--- config.mk ---
export PLATFORM = sky130hd
export DESIGN_NAME = sim_halt_ctrl
export DESIGN_NICKNAME = d
export VERILOG_FILES = /design/src/rtl/sim_halt_ctrl.sv
export SDC_FILE = /design/constraint.sdc
export NUM_CORES = 1
export LEC_CHECK = 0
export ABC_AREA = 1
export BUFFER_PORTS_ARGS = -buffer_cell sky130_fd_sc_hd__buf_2
export CORE_MARGIN = 1
export CORE_UTILIZATION = 57
export DETAILED_ROUTE_END_ITERATION = 10
export HOLD_SLACK_MARGIN = 0.08
export PLACE_DENSITY = 0.84
export SYNTH_ARGS = -nofsm -noshare
export SYNTH_HDL_FRONTEND = slang
export SYNTH_SLANG_ARGS = --single-unit
--- constraint.sdc ---
create_clock -name clk -period 2.9 [get_ports clk]
set_input_delay 0.145 -clock clk [delete_from_list [all_inputs] [get_ports clk]]
set_output_delay 0.145 -clock clk [all_outputs]
set_load 0.005 [all_outputs]
--- src/rtl/sim_halt_ctrl.sv ---
`default_nettype none
// ============================================================================
// Module   : sim_halt_ctrl
// Brief    : Simulation run controller. Watches per-channel commit, halt and
//            errcode streams and decides when and why a run ends. The end
//            cause is HALT, TIMEOUT, ERROR (after a drain window) or DEADLOCK
//            (watchdog). It also keeps cycle and commit statistics.
// Revision : 1.0 - initial release
// ============================================================================
module sim_halt_ctrl #(
    parameter int unsigned NUM_CH       = 2,
    parameter int unsigned CNT_W        = 32,
    parameter int unsigned ERR_W        = 16,
    parameter int unsigned DRAIN_CYCLES = 5,
    parameter int unsigned WDOG_CYCLES  = 10000
) (
    input  logic                    clk,
    input  logic                    rst,
    input  logic                    enable,
    input  logic [CNT_W-1:0]        timeout_limit,
    input  logic [NUM_CH-1:0]       commit,
    input  logic [NUM_CH-1:0]       halt,
    input  logic [NUM_CH*ERR_W-1:0] errcode,
    output logic                    running,
    output logic                    finish,
    output logic                    finish_pulse,
    output logic [2:0]              cause,
    output logic [2:0]              err_ch,
    output logic [ERR_W-1:0]        err_val,
    output logic [CNT_W-1:0]        cycle_count,
    output logic [CNT_W-1:0]        commit_count
);

    localparam logic [2:0] CAUSE_NONE     = 3'd0;
    localparam logic [2:0] CAUSE_HALT     = 3'd1;
    localparam logic [2:0] CAUSE_TIMEOUT  = 3'd2;
    localparam logic [2:0] CAUSE_ERROR    = 3'd3;
    localparam logic [2:0] CAUSE_DEADLOCK = 3'd4;

    localparam logic [CNT_W-1:0] CNT_ONE  = {{(CNT_W-1){1'b0}}, 1'b1};
    localparam logic [CNT_W-1:0] CNT_MAX  = {CNT_W{1'b1}};
    localparam logic [CNT_W-1:0] WDOG_LIM = CNT_W'(WDOG_CYCLES);

    // Drain counter counts down from DRAIN_CYCLES-1 to 0 inside DRAIN.
    localparam int unsigned      DRAIN_W    = (DRAIN_CYCLES > 1) ? $clog2(DRAIN_CYCLES) : 1;
    localparam logic [DRAIN_W-1:0] DRAIN_ONE  = {{(DRAIN_W-1){1'b0}}, 1'b1};
    localparam logic [DRAIN_W-1:0] DRAIN_LOAD = (DRAIN_CYCLES > 0) ? DRAIN_W'(DRAIN_CYCLES - 1) : '0;

    typedef enum logic [1:0] {
        ST_IDLE  = 2'd0,
        ST_RUN   = 2'd1,
        ST_DRAIN = 2'd2,
        ST_DONE  = 2'd3
    } state_t;

    state_t             state_q;
    logic [DRAIN_W-1:0] drain_q;
    logic [CNT_W-1:0]   idle_q;
    logic [CNT_W-1:0]   cycle_q;
    logic [CNT_W-1:0]   commit_q;
    logic               running_q;
    logic               finish_q;
    logic               pulse_q;
    logic [2:0]         cause_q;
    logic [2:0]         err_ch_q;
    logic [ERR_W-1:0]   err_val_q;

    logic               err_any_w;
    logic [2:0]         err_ch_w;
    logic [ERR_W-1:0]   err_val_w;
    logic [3:0]         pop_w;
    logic [CNT_W+3:0]   commit_sum_w;
    logic [CNT_W-1:0]   commit_d;
    logic [CNT_W-1:0]   cycle_d;
    logic [CNT_W-1:0]   idle_d;
    logic               timeout_w;
    logic               deadlock_w;

    // Error scan: walk from the top channel down so the lowest index wins.
    always_comb begin
        err_any_w = 1'b0;
        err_ch_w  = 3'd0;
        err_val_w = '0;
        for (int i = int'(NUM_CH) - 1; i >= 0; i--) begin
            if (|errcode[i*ERR_W +: ERR_W]) begin
                err_any_w = 1'b1;
                err_ch_w  = 3'(i);
                err_val_w = errcode[i*ERR_W +: ERR_W];
            end
        end
    end

    // Count how many channels retired an instruction this cycle.
    always_comb begin
        pop_w = 4'd0;
        for (int i = 0; i < int'(NUM_CH); i++) begin
            pop_w = pop_w + {3'b000, commit[i]};
        end
    end

    // Saturating next values for the counters and the end-condition detectors.
    always_comb begin
        commit_sum_w = {4'b0000, commit_q} + {{CNT_W{1'b0}}, pop_w};
        commit_d     = (|commit_sum_w[CNT_W+3:CNT_W]) ? CNT_MAX : commit_sum_w[CNT_W-1:0];
        cycle_d      = (cycle_q == CNT_MAX) ? CNT_MAX : (cycle_q + CNT_ONE);
        idle_d       = (|commit) ? '0 : (idle_q + CNT_ONE);
        // cycle_q+1 wraps to 0 when saturated, so a nonzero limit cannot match.
        timeout_w    = (timeout_limit != '0) && ((cycle_q + CNT_ONE) == timeout_limit);
        deadlock_w   = (WDOG_CYCLES != 0) && (idle_d == WDOG_LIM);
    end

    // Run-control FSM with registered status outputs and statistics counters.
    always_ff @(posedge clk or negedge rst) begin
        if (!rst) begin
            state_q   <= ST_IDLE;
            drain_q   <= '0;
            idle_q    <= '0;
            cycle_q   <= '0;
            commit_q  <= '0;
            running_q <= 1'b0;
            finish_q  <= 1'b0;
            pulse_q   <= 1'b0;
            cause_q   <= CAUSE_NONE;
            err_ch_q  <= 3'd0;
            err_val_q <= '0;
        end else begin
            pulse_q <= 1'b0;
            if (state_q == ST_RUN || state_q == ST_DRAIN) begin
                cycle_q  <= cycle_d;
                commit_q <= commit_d;
            end
            case (state_q)
                ST_IDLE: begin
                    if (enable) begin
                        state_q   <= ST_RUN;
                        running_q <= 1'b1;
                        idle_q    <= '0;
                    end
                end
                ST_RUN: begin
                    idle_q <= idle_d;
                    if (err_any_w) begin
                        cause_q   <= CAUSE_ERROR;
                        err_ch_q  <= err_ch_w;
                        err_val_q <= err_val_w;
                        if (DRAIN_CYCLES == 0) begin
                            state_q   <= ST_DONE;
                            running_q <= 1'b0;
                            finish_q  <= 1'b1;
                            pulse_q   <= 1'b1;
                        end else begin
                            state_q <= ST_DRAIN;
                            drain_q <= DRAIN_LOAD;
                        end
                    end else if (|halt) begin
                        cause_q   <= CAUSE_HALT;
                        state_q   <= ST_DONE;
                        running_q <= 1'b0;
                        finish_q  <= 1'b1;
                        pulse_q   <= 1'b1;
                    end else if (deadlock_w) begin
                        cause_q   <= CAUSE_DEADLOCK;
                        state_q   <= ST_DONE;
                        running_q <= 1'b0;
                        finish_q  <= 1'b1;
                        pulse_q   <= 1'b1;
                    end else if (timeout_w) begin
                        cause_q   <= CAUSE_TIMEOUT;
                        state_q   <= ST_DONE;
                        running_q <= 1'b0;
                        finish_q  <= 1'b1;
                        pulse_q   <= 1'b1;
                    end
                end
                ST_DRAIN: begin
                    // Halt, timeout and deadlock are deliberately ignored here.
                    if (drain_q == '0) begin
                        state_q   <= ST_DONE;
                        running_q <= 1'b0;
                        finish_q  <= 1'b1;
                        pulse_q   <= 1'b1;
                    end else begin
                        drain_q <= drain_q - DRAIN_ONE;
                    end
                end
                default: begin
                    // DONE holds until reset.
                end
            endcase
        end
    end

    assign running      = running_q;
    assign finish       = finish_q;
    assign finish_pulse = pulse_q;
    assign cause        = cause_q;
    assign err_ch       = err_ch_q;
    assign err_val      = err_val_q;
    assign cycle_count  = cycle_q;
    assign commit_count = commit_q;

endmodule
`default_nettype wire

Yosys cells after proc, flatten, opt, wreduce, memory -nomap -nowiden
Cells that the tools add are included.
{"block": "word_totals", "register_bits": 126, "input_bits": 71, "out_inout_bits": 89, "wordCells": 93}
{"block": "classes", "n_addsub": 5, "n_eq_ne": 12, "n_mux": 44, "reduce_logical": 21}
{"op": "32-bit two-way mux", "n": 4}
{"op": "32-bit by 1-bit adder with 32-bit output, second input constant", "n": 2}
{"op": "32-bit case mux with 2 select lines", "n": 1}
{"op": "32-bit by 2-bit adder with 33-bit output", "n": 1}
{"op": "32-bit by 14-bit equality test with 1-bit output, second input constant", "n": 1}
{"op": "32-bit equality test", "n": 1}
{"op": "32-bit equality test, second input constant", "n": 1}
{"op": "16-bit two-way mux", "n": 2}
{"op": "32-bit nonzero test", "n": 1}
{"op": "16-bit OR reduction", "n": 2}
{"op": "1-bit two-way mux", "n": 20}
{"op": "3-bit two-way mux", "n": 6}
{"op": "2-bit two-way mux", "n": 6}
{"op": "2-bit != test, second input constant", "n": 4}
{"op": "4-bit AND reduction", "n": 2}
{"op": "2-bit case mux with 3 select lines", "n": 1}
{"op": "3-bit case mux with 2 select lines", "n": 1}
{"op": "2-bit AND reduction", "n": 3}
{"op": "5-bit by 4-bit != test with 1-bit output, second input constant", "n": 1}
{"op": "5-bit AND reduction", "n": 1}
{"op": "4-bit by 3-bit != test with 1-bit output, second input constant", "n": 1}
{"op": "1-bit case mux with 2 select lines", "n": 2}
{"op": "2-bit nonzero test", "n": 2}
{"op": "4-bit nonzero test", "n": 1}
{"op": "14 further kinds", "n": 15}

Depth between registers and ports, before layout
{"block": "logic_depth", "depth_word": 8, "depth_mapped": 18, "depth_no_buf": 18}

Least setup slack after synthesis
OpenSTA, ideal clock, no wires.
{"block": "synth_path", "path_type": "register to register", "start": "reg commit_q[0] (netlist: commit_count[0])", "end": "reg commit_q[30] (netlist: commit_count[30])", "setup_time_ns": 0.131, "t_arrival_ns": 2.428, "required_ns": 2.769, "slack_ns": 0.341, "stages_incl_launch_ff": 16, "path_buffers": 0, "synth_period_minus_slack_ns": 2.559, "path_cell_list": "dfrtp_1 > inv_1 > fa_1 > inv_1 > ha_1 > nand3_1 > nor2_1 > inv_1 > nor2_1 > nand4_1 > or2_1 > nor2_1 > nand3_1 > or2_1 > o31ai_1 > nand3b_1"}
{"block": "synth_between", "elab_chain_cells": 3}
{"element": "from (decl)", "line": "60", "rtl": "logic [CNT_W-1:0] commit_q;"}
{"element": "from (signal assigned)", "line": "130", "rtl": "commit_q <= commit_d;"}
{"element": "32-bit by 2-bit adder with 33-bit output *", "line": "103", "rtl": "commit_sum_w = {4'b0000, commit_q} + {{CNT_W{1'b0}}, pop_w};"}
{"element": "4-bit OR reduction", "line": "104", "rtl": "commit_d = (|commit_sum_w[CNT_W+3:CNT_W]) ? CNT_MAX : commit_sum_w[CNT_W-1:0];"}
{"element": "32-bit two-way mux *", "line": "104"}
Mark *: on every way between the ends. The rest lies on a longest branch, timed or not.
A chain may end at the register's enable or synchronous reset.

Final worst setup path
Ends and elaborated chain as after synthesis.

==> summary.txt <==
result of the run = finished, final reports clean
maximum clock rate = 361 MHz
floorplan die area = 0.0155 sq mm
post-layout net count = 1581
FFs w/ async S/R, synth = 1.00
maximum capacitance violations = 0
H-tree depth = 4
most common library cell in the layout ignoring fill and taps = sky130_fd_sc_hd__nand2_1
total count of max-transition violations in the final report = 0
Sinks on Clock Net = 124
Synth-to-Final Area Change = 23.4%
TritonCTS buffer count = 17
leakage power total = 5.61 nW
Final setup violation count = 0
Chip Height = 124 microns
pin count of the biggest net entering global routing = 73
relative slew slack = 0.375
number of core rows = 44
kind of capture point of the worst setup path = register
transition time at the pin with the least slew margin = 0.937 ns
clock latency of the later-clocked register in the worst-skew pair = 0.43 ns
area of all sequential standard cells = 0.00310 sq mm
Routability Congestion = 0.956
Filler Cells Inserted = 1162
adder and majority gate portion of the synthesized area = 0.0155
most frequent cells in the layout = sky130_fd_sc_hd__nand2_1, sky130_fd_sc_hd__inv_1, sky130_fd_sc_hd__nor2_1
post-synthesis area per instance = 6.58 sq um
maximum clock skew at final layout = 0.0131 ns
Seq/Total Area, Yosys = 0.363
final standard cell utilization of the core = 0.723
area fraction in compound gates after synthesis = 0.0948
Ys Warns = 0
Largest delay share family, worst path = simple AND/OR/NAND/NOR gates
GRT Resource Usage Total = 0.326
remaining number of nets flagged by the antenna check after routing = 0
final hold violation count = 0
count of flip-flops with a built-in enable after synthesis = 0
vias per cell = 5.56
total number of vias = 9433
startpoint types = register
Post-Place Cell Area = 0.00958 sq mm
number of DRC violations after detailed-routing iteration 0 = 1026
initial antenna violation count = 2
DRC violation count after routing = 0
Max Buffers Root-to-Sink = 2
overall routed net length = 25.0 mm
TritonCTS clock tree = done
area occupied by multi-input gates = 0.00465 sq mm
wire length of the first global-routing pass = 41.2 mm
Synth cell types = 49
starting density of the core = 0.586
required time at the worst-slack endpoint = 3.20 ns
list of cells traversed by the critical path = inv_1, fa_1, inv_2, ha_2, nand3_2, nor2_4, inv_1, nor2_2, nand4_1, or2_1, nor2_1, nand3_1, or2_4, o31ai_1, nand3b_1
Hold Crit Class = input pin to register
slowest library cell on the worst path = sky130_fd_sc_hd__fa_1
peak supply drop = 0.630 mV
Max stage delay on crit path = 0.38 ns
power density relative to cell area = 850 mW/mm^2
Worst-path clk slew = 0.06 ns
gate count of the mapped netlist = 1298
top fanout value on the critical path = 4
number of top-level design ports = 160
number of buffer and inverter instances along the worst setup path = 3
arrival time reported for the critical path endpoint = 3.08 ns
ratio of cells with drive above 1 in the final layout = 0.171
register bit count reported by yosys = 124
dominant synthesized flop cell = sky130_fd_sc_hd__dfrtp_1
path type of the worst setup path = register to register
area of all placed cells without fillers = 0.0105 sq mm
shortest clock period the worst path allows after layout = 2.77 ns
via count of the first global-routing pass = 8931
xor/xnor cell area share of the yosys netlist = 0.0180
HPWL after detailed placement = 17.6 mm
TritonRoute pass-1 iters = 5
summed instance area of the synthesized netlist = 0.00854 sq mm
count of input and output buffers = 157
post-route clock period utilization = 0.956
post-synthesis simple-gate area fraction = 0.407
most frequent cell on the critical path = sky130_fd_sc_hd__inv_1
mux share of post-synthesis cell area = 0.00117
largest family of logic cells by synthesized area = simple AND/OR/NAND/NOR gates
floorplan die width = 124 microns
Routed wire per std cell = 14.7 microns
area of the placeable core = 0.0146 sq mm
Remaining Overflow, GRT = 0
clock root buffer master = sky130_fd_sc_hd__clkbuf_16
-- registers in the layout (all words and copies together), names as in the netlist --
| name | flops |
|---|---|
| err_val | 16 |
| drain_q | 3 |
| commit_count | 32 |
| state_q | 2 |
| cause | 3 |
| cycle_count | 32 |
| err_ch | 1 |
| running | 1 |
| finish_pulse | 1 |
| finish | 1 |
| idle_q | 32 |
-- synthesized netlist by cell type (5+ instances only) --
master	instances	area share
sky130_fd_sc_hd__nor3_1	13	0.0076
sky130_fd_sc_hd__o21ai_1	6	0.0035
sky130_fd_sc_hd__o21ai_0	27	0.016
sky130_fd_sc_hd__nand3_2	6	0.0070
sky130_fd_sc_hd__a21oi_1	15	0.0088
sky130_fd_sc_hd__nor2_2	14	0.010
sky130_fd_sc_hd__or2_2	5	0.0037
sky130_fd_sc_hd__ha_1	9	0.013
sky130_fd_sc_hd__nand3b_1	14	0.012
sky130_fd_sc_hd__clkbuf_1	19	0.0083
sky130_fd_sc_hd__xnor2_1	5	0.0051
sky130_fd_sc_hd__nor4_1	5	0.0037
sky130_fd_sc_hd__nand2_2	7	0.0051
sky130_fd_sc_hd__o22ai_1	28	0.021
sky130_fd_sc_hd__nor2_1	174	0.076
sky130_fd_sc_hd__nand4_1	22	0.016
sky130_fd_sc_hd__xor2_1	10	0.010
sky130_fd_sc_hd__a22oi_1	19	0.017
sky130_fd_sc_hd__dfrtp_1	124	0.36
sky130_fd_sc_hd__inv_1	198	0.087
sky130_fd_sc_hd__nand3_1	111	0.065
sky130_fd_sc_hd__nand2_1	411	0.18
sky130_fd_sc_hd__o221ai_1	15	0.015
-- per-layer routing --
metal	GRT usage	vias up	wire, microns
met4	0.149	2	905
met5	0	-	12
li1	-	4561	-
met2	0.539	491	11800
met3	0.0760	92	2090
met1	0.404	4287	10100
-- stage by stage --
stage / instances / setup slack, ns / hold slack (ns) / TNS [ns] / power [W]
final: 1698 / 0.127 / 0.104 / 0 / 0.00896
after global routing: 1697 / -0.0663 / 0.129 / -0.111 / 0.00956
after CTS: 1693 / 0.0175 / 0.0820 / 0 / 0.00879
after detailed placement: 1629 / 0.0826 / 0.131 / 0 / 0.00650
after global placement: 1629 / 0.220 / 0.134 / 0 / 0.00639
after floorplan: 1299 / 0.341 / -0.151 / 0 / 0.00520
-- what timing repair did --
action	in CTS	in global routing
endpoints found under the hold margin	68	0
buffers inserted	0	4
setup endpoints to repair	0	7
hold buffers	32	0
resized for setup	0	11
-- power breakdown --
part,switching (W),leakage (nW),internal [W],total (W)
sequential,0.000411,1.51,0.00213,0.00254
clock,0.000875,0.271,0.00120,0.00207
combinational,0.00277,3.83,0.00158,0.00435
total,0.00405,5.61,0.00491,0.00896
-- logic make-up after synthesis --
logic type,Yosys count
AND/OR/NAND/NOR,798
buffers and inverters,223
AO/OA/AOI/OAI,125
flip-flops,124
XOR/XNOR,16
adder cells (fa/ha/maj),10
other,1
multiplexers,1
-- tightest hold or removal path: stages --
cell and delay, ns:
sky130_fd_sc_hd__buf_2 0.09, sky130_fd_sc_hd__inv_1 0.05, sky130_fd_sc_hd__o221ai_1 0.20
-- layout make-up --
type                    count  share of cell area
well taps                 184              0.0218
diodes                      1            0.000237
clock inverters            14              0.0131
repair buffers            205               0.118
multi-input cells         952               0.441
flip-flops and latches    124               0.294
clock buffers              18              0.0407
inverters                 200              0.0712
-- path summary, 6_finish.rpt --
check,cells past startpoint,slack (ns),end,start
worst max-delay path,15,0.13,commit_count[30]$_DFFE_PN0N_,commit_count[0]$_DFFE_PN0N_
worst min-delay path,3,0.10,err_val[2]$_DFFE_PN0P_,errcode[2]
worst max register to register,15,0.13,commit_count[30]$_DFFE_PN0N_,commit_count[0]$_DFFE_PN0N_
worst min register to register,2,0.47,finish$_DFFE_PN0P_,finish$_DFFE_PN0P_
max in group asynchronous,3,1.92,commit_count[24]$_DFFE_PN0N_,rst
min in group asynchronous,2,0.23,idle_q[31]$_DFFE_PN0P_,rst
Power figures use the tool's default switching activity.
